File: src/rtl/uart_pkg.sv
// Shared UART definitions used by the transmit and receive FIFOs.
// The flag struct keeps empty/full/afull together as one registered group.
package uart_pkg;

  localparam int UART_DATA_W = 8;

  typedef struct packed {
    logic empty;
    logic full;
    logic afull;
  } fifo_flags_t;

  // Occupancy counter width: must hold the value DEPTH itself, not just DEPTH-1.
  function automatic int cnt_width(input int depth);
    return $clog2(depth) + 1;
  endfunction

endpackage

File: src/rtl/uart_tx_fifo_if.sv
// Byte-FIFO bus between the APB writer/transmitter reader (master) and the FIFO (slave).
// Overflow signals exist only when UART_TX_FIFO_OVF_EN is defined.
interface uart_tx_fifo_if #(parameter int DEPTH = 16);
  import uart_pkg::*;

  localparam int CW = cnt_width(DEPTH);

  logic                   wr_en;
  logic [UART_DATA_W-1:0] wr_data;
  logic                   rd_n;
  logic [UART_DATA_W-1:0] rd_data;
  logic                   empty;
  logic                   full;
  logic                   afull;
  logic [CW-1:0]          count;

`ifdef UART_TX_FIFO_OVF_EN
  logic clr_ovf;
  logic overflow;

  modport master (output wr_en, wr_data, rd_n, clr_ovf,
                  input  rd_data, empty, full, afull, count, overflow);
  modport slave  (input  wr_en, wr_data, rd_n, clr_ovf,
                  output rd_data, empty, full, afull, count, overflow);
`else
  modport master (output wr_en, wr_data, rd_n,
                  input  rd_data, empty, full, afull, count);
  modport slave  (input  wr_en, wr_data, rd_n,
                  output rd_data, empty, full, afull, count);
`endif

endinterface

File: src/rtl/uart_fifo_ram.sv
// DEPTH x 8 storage, one synchronous write port and one registered read port; read data
// appears one edge after re, holds otherwise. Array is unreset; only the read register resets.
module uart_fifo_ram
  import uart_pkg::*;
#(
  parameter int DEPTH = 16,
  parameter int AW    = $clog2(DEPTH)
) (
  input  logic                   clk,
  input  logic                   reset,
  input  logic                   we,
  input  logic [AW-1:0]          waddr,
  input  logic [UART_DATA_W-1:0] wdata,
  input  logic                   re,
  input  logic [AW-1:0]          raddr,
  output logic [UART_DATA_W-1:0] rdata
);

  logic [UART_DATA_W-1:0] mem [DEPTH];

  always_ff @(posedge clk) begin
    if (we) mem[waddr] <= wdata;
  end

  // A same-address read and write (only when full) returns the old entry.
  always_ff @(posedge clk) begin
    if (reset)   rdata <= '0;
    else if (re) rdata <= mem[raddr];
  end

endmodule

File: src/rtl/uart_tx_fifo.sv
// Transmit byte FIFO: flags/count update on the accepting edge, rd_data registered; a write
// while full is dropped unless a read frees the slot that cycle. UART_TX_FIFO_OVF_EN adds a sticky overflow flag.
module uart_tx_fifo
  import uart_pkg::*;
#(
  parameter int DEPTH     = 16,
  parameter int AFULL_LVL = 12
) (
  input  logic           clk,
  input  logic           reset,
  uart_tx_fifo_if.slave  bus
);

  localparam int AW = $clog2(DEPTH);
  localparam int CW = cnt_width(DEPTH);

  logic [AW-1:0]          wptr;
  logic [AW-1:0]          rptr;
  logic [CW-1:0]          count;
  logic [CW-1:0]          count_nxt;
  fifo_flags_t            flags;
  logic                   wr_acc;
  logic                   rd_acc;
  logic [UART_DATA_W-1:0] rd_data;

  assign rd_acc = !bus.rd_n && !flags.empty;
  assign wr_acc = bus.wr_en && (!flags.full || rd_acc);

  always_comb begin
    count_nxt = count;
    if (wr_acc && !rd_acc)      count_nxt = count + CW'(1);
    else if (!wr_acc && rd_acc) count_nxt = count - CW'(1);
  end

  // Flags are registered from the next count so they always agree with count.
  always_ff @(posedge clk) begin
    if (reset) begin
      wptr  <= '0;
      rptr  <= '0;
      count <= '0;
      flags <= '{empty: 1'b1, full: 1'b0, afull: 1'b0};
    end else begin
      if (wr_acc) wptr <= wptr + AW'(1);
      if (rd_acc) rptr <= rptr + AW'(1);
      count       <= count_nxt;
      flags.empty <= (count_nxt == '0);
      flags.full  <= (count_nxt == CW'(DEPTH));
      flags.afull <= (count_nxt >= CW'(AFULL_LVL));
    end
  end

  uart_fifo_ram #(.DEPTH(DEPTH), .AW(AW)) u_ram (
    .clk   (clk),
    .reset (reset),
    .we    (wr_acc && !reset),
    .waddr (wptr),
    .wdata (bus.wr_data),
    .re    (rd_acc && !reset),
    .raddr (rptr),
    .rdata (rd_data)
  );

`ifdef UART_TX_FIFO_OVF_EN
  logic overflow;

  // Set has priority over clear when both happen in one cycle.
  always_ff @(posedge clk) begin
    if (reset)                                      overflow <= 1'b0;
    else if (bus.wr_en && flags.full && !rd_acc)    overflow <= 1'b1;
    else if (bus.clr_ovf)                           overflow <= 1'b0;
  end

  assign bus.overflow = overflow;
`endif

  assign bus.rd_data = rd_data;
  assign bus.count   = count;
  assign bus.empty   = flags.empty;
  assign bus.full    = flags.full;
  assign bus.afull   = flags.afull;

endmodule
File: src/flat_wrapper.sv
// flat-port wrapper written by rule: the top's interface ports become plain ports
module uart_tx_fifo_flat import uart_pkg::*;
#(
  parameter int DEPTH     = 16,
  parameter int AFULL_LVL = 12
)
  (clk, reset, bus_wr_en, bus_wr_data, bus_rd_n, bus_rd_data, bus_empty, bus_full, bus_afull, bus_count);
  uart_tx_fifo_if #(.DEPTH(DEPTH)) bus_i ();
  input  logic clk;
  input  logic reset;
  input wire logic [$bits(bus_i.wr_en)-1:0] bus_wr_en;
  input wire logic [$bits(bus_i.wr_data)-1:0] bus_wr_data;
  input wire logic [$bits(bus_i.rd_n)-1:0] bus_rd_n;
  output wire logic [$bits(bus_i.rd_data)-1:0] bus_rd_data;
  output wire logic [$bits(bus_i.empty)-1:0] bus_empty;
  output wire logic [$bits(bus_i.full)-1:0] bus_full;
  output wire logic [$bits(bus_i.afull)-1:0] bus_afull;
  output wire logic [$bits(bus_i.count)-1:0] bus_count;
  assign bus_i.wr_en = bus_wr_en;
  assign bus_i.wr_data = bus_wr_data;
  assign bus_i.rd_n = bus_rd_n;
  assign bus_rd_data = bus_i.rd_data;
  assign bus_empty = bus_i.empty;
  assign bus_full = bus_i.full;
  assign bus_afull = bus_i.afull;
  assign bus_count = bus_i.count;
  uart_tx_fifo #(.DEPTH(DEPTH), .AFULL_LVL(AFULL_LVL)) u_core (.clk(clk), .reset(reset), .bus(bus_i));
endmodule
File: config.mk
export PLATFORM = sky130hd
export DESIGN_NAME = uart_tx_fifo_flat
export DESIGN_NICKNAME = d
export VERILOG_FILES = /design/src/rtl/uart_pkg.sv /design/src/rtl/uart_tx_fifo_if.sv /design/src/rtl/uart_fifo_ram.sv /design/src/rtl/uart_tx_fifo.sv /design/src/flat_wrapper.sv
export SDC_FILE = /design/constraint.sdc
export NUM_CORES = 1
export LEC_CHECK = 0
export BUFFER_PORTS_ARGS = -buffer_cell sky130_fd_sc_hd__buf_2
export CORE_MARGIN = 2
export CORE_UTILIZATION = 60
export CTS_CLUSTER_DIAMETER = 150
export DETAILED_ROUTE_END_ITERATION = 6
export GPL_TIMING_DRIVEN = 0
export PLACE_DENSITY = 0.78
export SKIP_CTS_REPAIR_TIMING = 1
export SYNTH_ARGS = -nofsm -noshare
export SYNTH_HDL_FRONTEND = slang
export SYNTH_SLANG_ARGS = --single-unit
export TNS_END_PERCENT = 20
File: constraint.sdc
create_clock -name clk -period 2.8 [get_ports clk]
set_input_delay 0 -clock clk [delete_from_list [all_inputs] [get_ports clk]]
set_output_delay 0 -clock clk [all_outputs]
set_load 0.005 [all_outputs]
==> After elaboration in Yosys (flattened, before gate mapping) <==
Memories as Yosys holds them, arrays and structs flattened. A register that Yosys moved wholly into a read port is not among the register bits.
Index checks and enable logic that the tools add are counted.
{ "word_totals": {"regBits": 16, "out_inout_bits": 16, "elab_cells": 31, "ram_bits": 128, "in_bits": 12, "mem_count": 1} }
{ "memory_table": {"columns": ["memory", "words", "width", "rd", "rd_clocked_by_memory_dff", "write_ports", "line", "rtl"], "rows": [
  ["u_core.u_ram.mem", 16, 8, 1, 1, 1, "uart_fifo_ram.sv:19", "logic [UART_DATA_W-1:0] mem [DEPTH];"]
]} }
{ "op_classes": {"n_lt_le_gt_ge": 1, "muxes": 4, "n_eq_ne": 1, "reduce_logical": 14, "n_addsub": 4} }
{ "ops": {"columns": ["operator", "count"], "rows": [
  ["2-to-1 mux 5 bit", 2],
  ["adder 4 x 1 -> 4 bit (second input constant)", 2],
  ["logical AND 1 bit", 6],
  ["logical NOT 1 bit", 6],
  ["adder 5 x 1 -> 5 bit (second input constant)", 1],
  ["equality test 5 bit (second input constant)", 1],
  ["greater-or-equal comparator 5 x 4 -> 1 bit (second input constant)", 1],
  ["logical NOT 5 bit", 1],
  ["subtractor 5 x 1 -> 5 bit (second input constant)", 1],
  ["2-to-1 mux 1 bit", 2],
  ["logical OR 1 bit", 1]
]} }

==> Depth between registers and ports, before layout <==
{ "depth": {"word_depth": 9, "depth_mapped": 7, "depth_no_buf": 6} }

==> Modules after synthesis <==
From an unflattened synthesis, not the netlist that was laid out.
{ "hier_totals": {"hier_cells": 400, "area_unflattened_um2": 6110.9} }
{ "by_module_without_submodules": {"columns": ["module", "n_inst", "area_per_inst_um2", "cells_each", "seq_area_each_um2"], "rows": [
  ["uart_fifo_ram", 1, 5343.9, 316, 4003.8],
  ["uart_tx_fifo", 1, 767.0, 84, 320.3]
]} }

==> Worst setup path after synthesis <==
OpenSTA, ideal clock, no wires.
{ "synth_path": {"path_kind": "reg-to-reg", "startpoint": "register u_core.bus.empty (netlist name)", "endpoint": "memory u_core.u_ram.mem[15][0] (enable)", "setup_time_ns": 0.370, "required_time_ns": 2.430, "setup_slack_ns": 0.772, "period_less_slack_ns": 2.028, "n_path_buf": 1, "arrival_ns": 1.658, "stages_incl_launch_ff": 6, "cell_sequence": "dfxtp_1 or2_2 buf_2 a21boi_2 nand2_1 nor2_1"} }
{ "synth_via": {"elab_chain_cells": 7} }
{ "synth_rtl": {"columns": ["element", "line", "rtl"], "rows": [
  ["logical NOT 1 bit", "uart_tx_fifo.sv:26", "assign rd_acc = !bus.rd_n && !flags.empty;"],
  ["logical AND 1 bit", "uart_tx_fifo.sv:26", null],
  ["logical OR 1 bit", "uart_tx_fifo.sv:27", "assign wr_acc = bus.wr_en && (!flags.full || rd_acc);"],
  ["logical AND 1 bit", "uart_tx_fifo.sv:27", null],
  ["logical AND 1 bit", "uart_tx_fifo.sv:55", ".we (wr_acc && !reset),"],
  ["2-to-1 mux 1 bit", "uart_fifo_ram.sv:22", "if (we) mem[waddr] <= wdata;"],
  ["2-to-1 mux 1 bit (implied by the code)", "uart_fifo_ram.sv:22", null],
  ["end: declaration", "uart_fifo_ram.sv:19", null]
]} }
No other way between the ends.

==> Worst setup path after layout <==
{ "layout_path": {"startpoint": "register u_core.bus.empty (netlist name)", "endpoint": "memory u_core.u_ram.mem[15][1] (enable)"} }
{ "layout_via": {"elab_chain_cells": 7} }
{ "layout_rtl": {"columns": ["element", "line"], "rows": [
  ["logical NOT 1 bit", "uart_tx_fifo.sv:26"],
  ["logical AND 1 bit", "uart_tx_fifo.sv:26"],
  ["logical OR 1 bit", "uart_tx_fifo.sv:27"],
  ["logical AND 1 bit", "uart_tx_fifo.sv:27"],
  ["logical AND 1 bit", "uart_tx_fifo.sv:55"],
  ["2-to-1 mux 1 bit", "uart_fifo_ram.sv:22"],
  ["2-to-1 mux 1 bit (implied by the code)", "uart_fifo_ram.sv:22"]
]} }
No other way between the ends.

==> metrics.txt <==
Slowest Stage Delay on Critical Path=0.73 ns; dominant combinational cell family by area after synthesis=multiplexers; worst path cell trace=or2_2, buf_2, a21boi_2, nand2_1, nor2_1; Inserted Clock Buffers=17; core area=0.00977 mm2; via total after detailed routing=3406; first-pass GRT wire length=18900 um; Syn Area/Cell=approximately 16 um2; final net count=444; most instantiated library cell after synthesis=edfxtp_1; TritonCTS clock tree=yes; Critical Path AT=approximately 2.7 ns; initial antenna violation count=0; met1 Usage GRT=0.302; worst hold path class=in -> reg; All-Layer GR Usage=0.237; worst-path maximum fanout=10; Netlist cell types=42; crit path kind=reg -> reg; Cell Rows=36; clk_lat worst skew=roughly 0.53 ns; Mapped Cells=369; DR iter-0 viols=around 230; Slew HR=0.376; xor and xnor area share after synthesis=0.0145; Synth area leaders=edfxtp_1, dfxtp_1, mux4_2, mux2i_1, mux2_2; WP buf/inv=1; Synth Area in Simple Gates=0.0586; grt met3 use=0.0495; post-route setup slack=between 0.2 and 0.25 ns; status=complete, no violations; dpl ws=between 0.2 and 0.25 ns; I/O Pins=28; Residual DRC=0; ratio of cells with drive above 1 in the final layout=0.241; GRT overflow=0; initial core utilization=0.618; Hold WS=a little over 0.03 ns; final max-slew violation count=0; worst-margin pin slew=0.933 ns; final worst path period need=2.56 ns; Clk pin slew, worst setup/hold paths=0.06 ns; Ant. Diodes=0; achievable frequency=between 300 and 400 MHz; most used routing layer=met2; unrepaired setup endpoints after global routing=false; Clock Skew=0.00619 ns; DR WL/cell=21.5 um; YS warnings=0; Clock Tree Buf Depth=2; max-cap violations=0; pin count of the biggest net entering global routing=17; vias in the first global route=3408; Tcrit/Tclk final=0.914; Pre-Repair DR Iteration Count=5; total power=5.28 mW; final hold viol count=0; Post-DP HPWL=roughly 7700 um; Clock Sinks=around 150; Post-synth EDFFs=128; fill cell count=629; WL final=approximately 12000 um; Reg area=0.00432 mm2; sequential share of the synthesized area=0.715; setup_tns=0 ns; leading area contributor after synthesis=edfxtp_1; worst endpoint required time=2.96 ns; Peak supply drop=597 uV; Finish-stage setup viols=0; Top delay family on crit path=simple AND/OR/NAND/NOR gates; proportion of synthesized area in mux cells=0.129; Die Y=104 um; IO Port Bufs=27; Most used DFF post-synth=edfxtp_1; DP Cell Count=roughly 530; fraction of registers with async set/reset=0; Max H-tree Level=4; crit start category=register; fin cells=around 570; met2 GRT Util=0.405; Synth Net Count=388; Synth Area in Compound Gates=0.0515; Synth Register Bits=152; ANT nets after route=0; P&R area growth vs syn=15.7%; commonest cells in the netlist=edfxtp_1, nor2_1, mux2i_1, dfxtp_1, nand2_1; Clock Tree Root=clkbuf_8; adder-cell share of the synthesized area=0.0145; Leak=2.31 nW; slowest stage cell on the critical path=nor2_1; critical path endpoint category=register; pwr dens=755 mW/mm2; area occupied by multi-input gates=0.00162 mm2; Final GP Congestion=0.870; Die Wd=approximately 100 um; via/cell ratio=5.99; Post-Syn Area=0.00604 mm2; post-synth top area share=0.636; Die ar.=0.0109 mm2
power by group:
group	switching [mW]	internal [mW]
Sequential	0.0684	2.52
Clock	0.861	1.25
Combinational	0.327	0.259
placed cells by master, fill, tap and decap left out, types with 2 or more instances in the layout:
master	count
edfxtp_1	128
buf_2	36
nor2_1	33
mux2i_1	26
dfxtp_1	24
nand2_1	19
o22ai_1	18
mux2_2	16
clkbuf_16	16
mux4_2	15
dlygate4sd3_1	10
a21oi_1	8
a32oi_1	8
ha_1	7
clkbuf_1	6
inv_1	5
xnor2_1	5
nand3_1	5
xor2_1	5
clkinv_2	4
clkinv_4	4
or3_1	3
or2_2	2
nand3b_1	2
buf_1	2
nor3_1	2
nand4_1	2
clkinvlp_4	2
bufinv_16	2
worst min-delay path: cells and delay by family:
family                 cells  cell delay (ns)
buffers and inverters      2             0.43
AOI/OAI and AO/OA          1             0.08
worst paths after layout:
kind | start | endpoint | slack (ns) | cells past startpoint
setup / recovery | u_core.bus.empty | u_core.u_ram.mem[15][1] | 0.24 | 5
hold / removal | reset | u_core.bus.count[1] | 0.03 | 3
setup reg to reg | u_core.bus.empty | u_core.u_ram.mem[15][1] | 0.24 | 5
hold reg to reg | u_core.rptr[3] | u_core.rptr[3] | 0.55 | 2
final cells by class:
type	count	area share
flip-flops and latches	152	0.618
plain buffers	18	0.0118
multi-input cells	194	0.231
clock buffers	17	0.0592
well taps	133	0.0238
repair buffers	37	0.0336
inverters	5	0.00268
clock inverters	13	0.0191
flip-flops by register name, summed over array words and instances, names as in the netlist:
register            count
u_core.bus.afull        1
u_core.bus.count        5
u_core.bus.full         1
u_core.wptr             4
u_core.rptr             4
u_core.bus.empty        1
u_core.u_ram.mem      128
u_core.u_ram.rdata      8
through the flow:
| stage | area [um2] | util |
|---|---|---|
| floorplan | 6040 | - |
| CTS | 6890 | 0.705 |
| detailed placement | 6350 | 0.649 |
| global route | 6990 | 0.716 |
| finish | 6990 | 0.716 |
| global placement | 6350 | 0.649 |
cells by family (layout without fill, tap and decap cells):
logic type                 count (synthesis)  after routing
AOI/OAI and AO/OA                         44             44
xor gates and xnor gates                  10             10
adders and majority gates                  7              7
buffers and inverters                     23             90
DFF                                      152            152
muxes                                     57             57
and+or+nand+nor                           76             76
per-layer routing:
metal	up-vias	part of all wire
met5	-	0
met4	0	0.013
met3	19	0.056
met2	119	0.52
met1	1720	0.41
li1	1548	-
No activity file was read; power rests on OpenSTA's default activity.
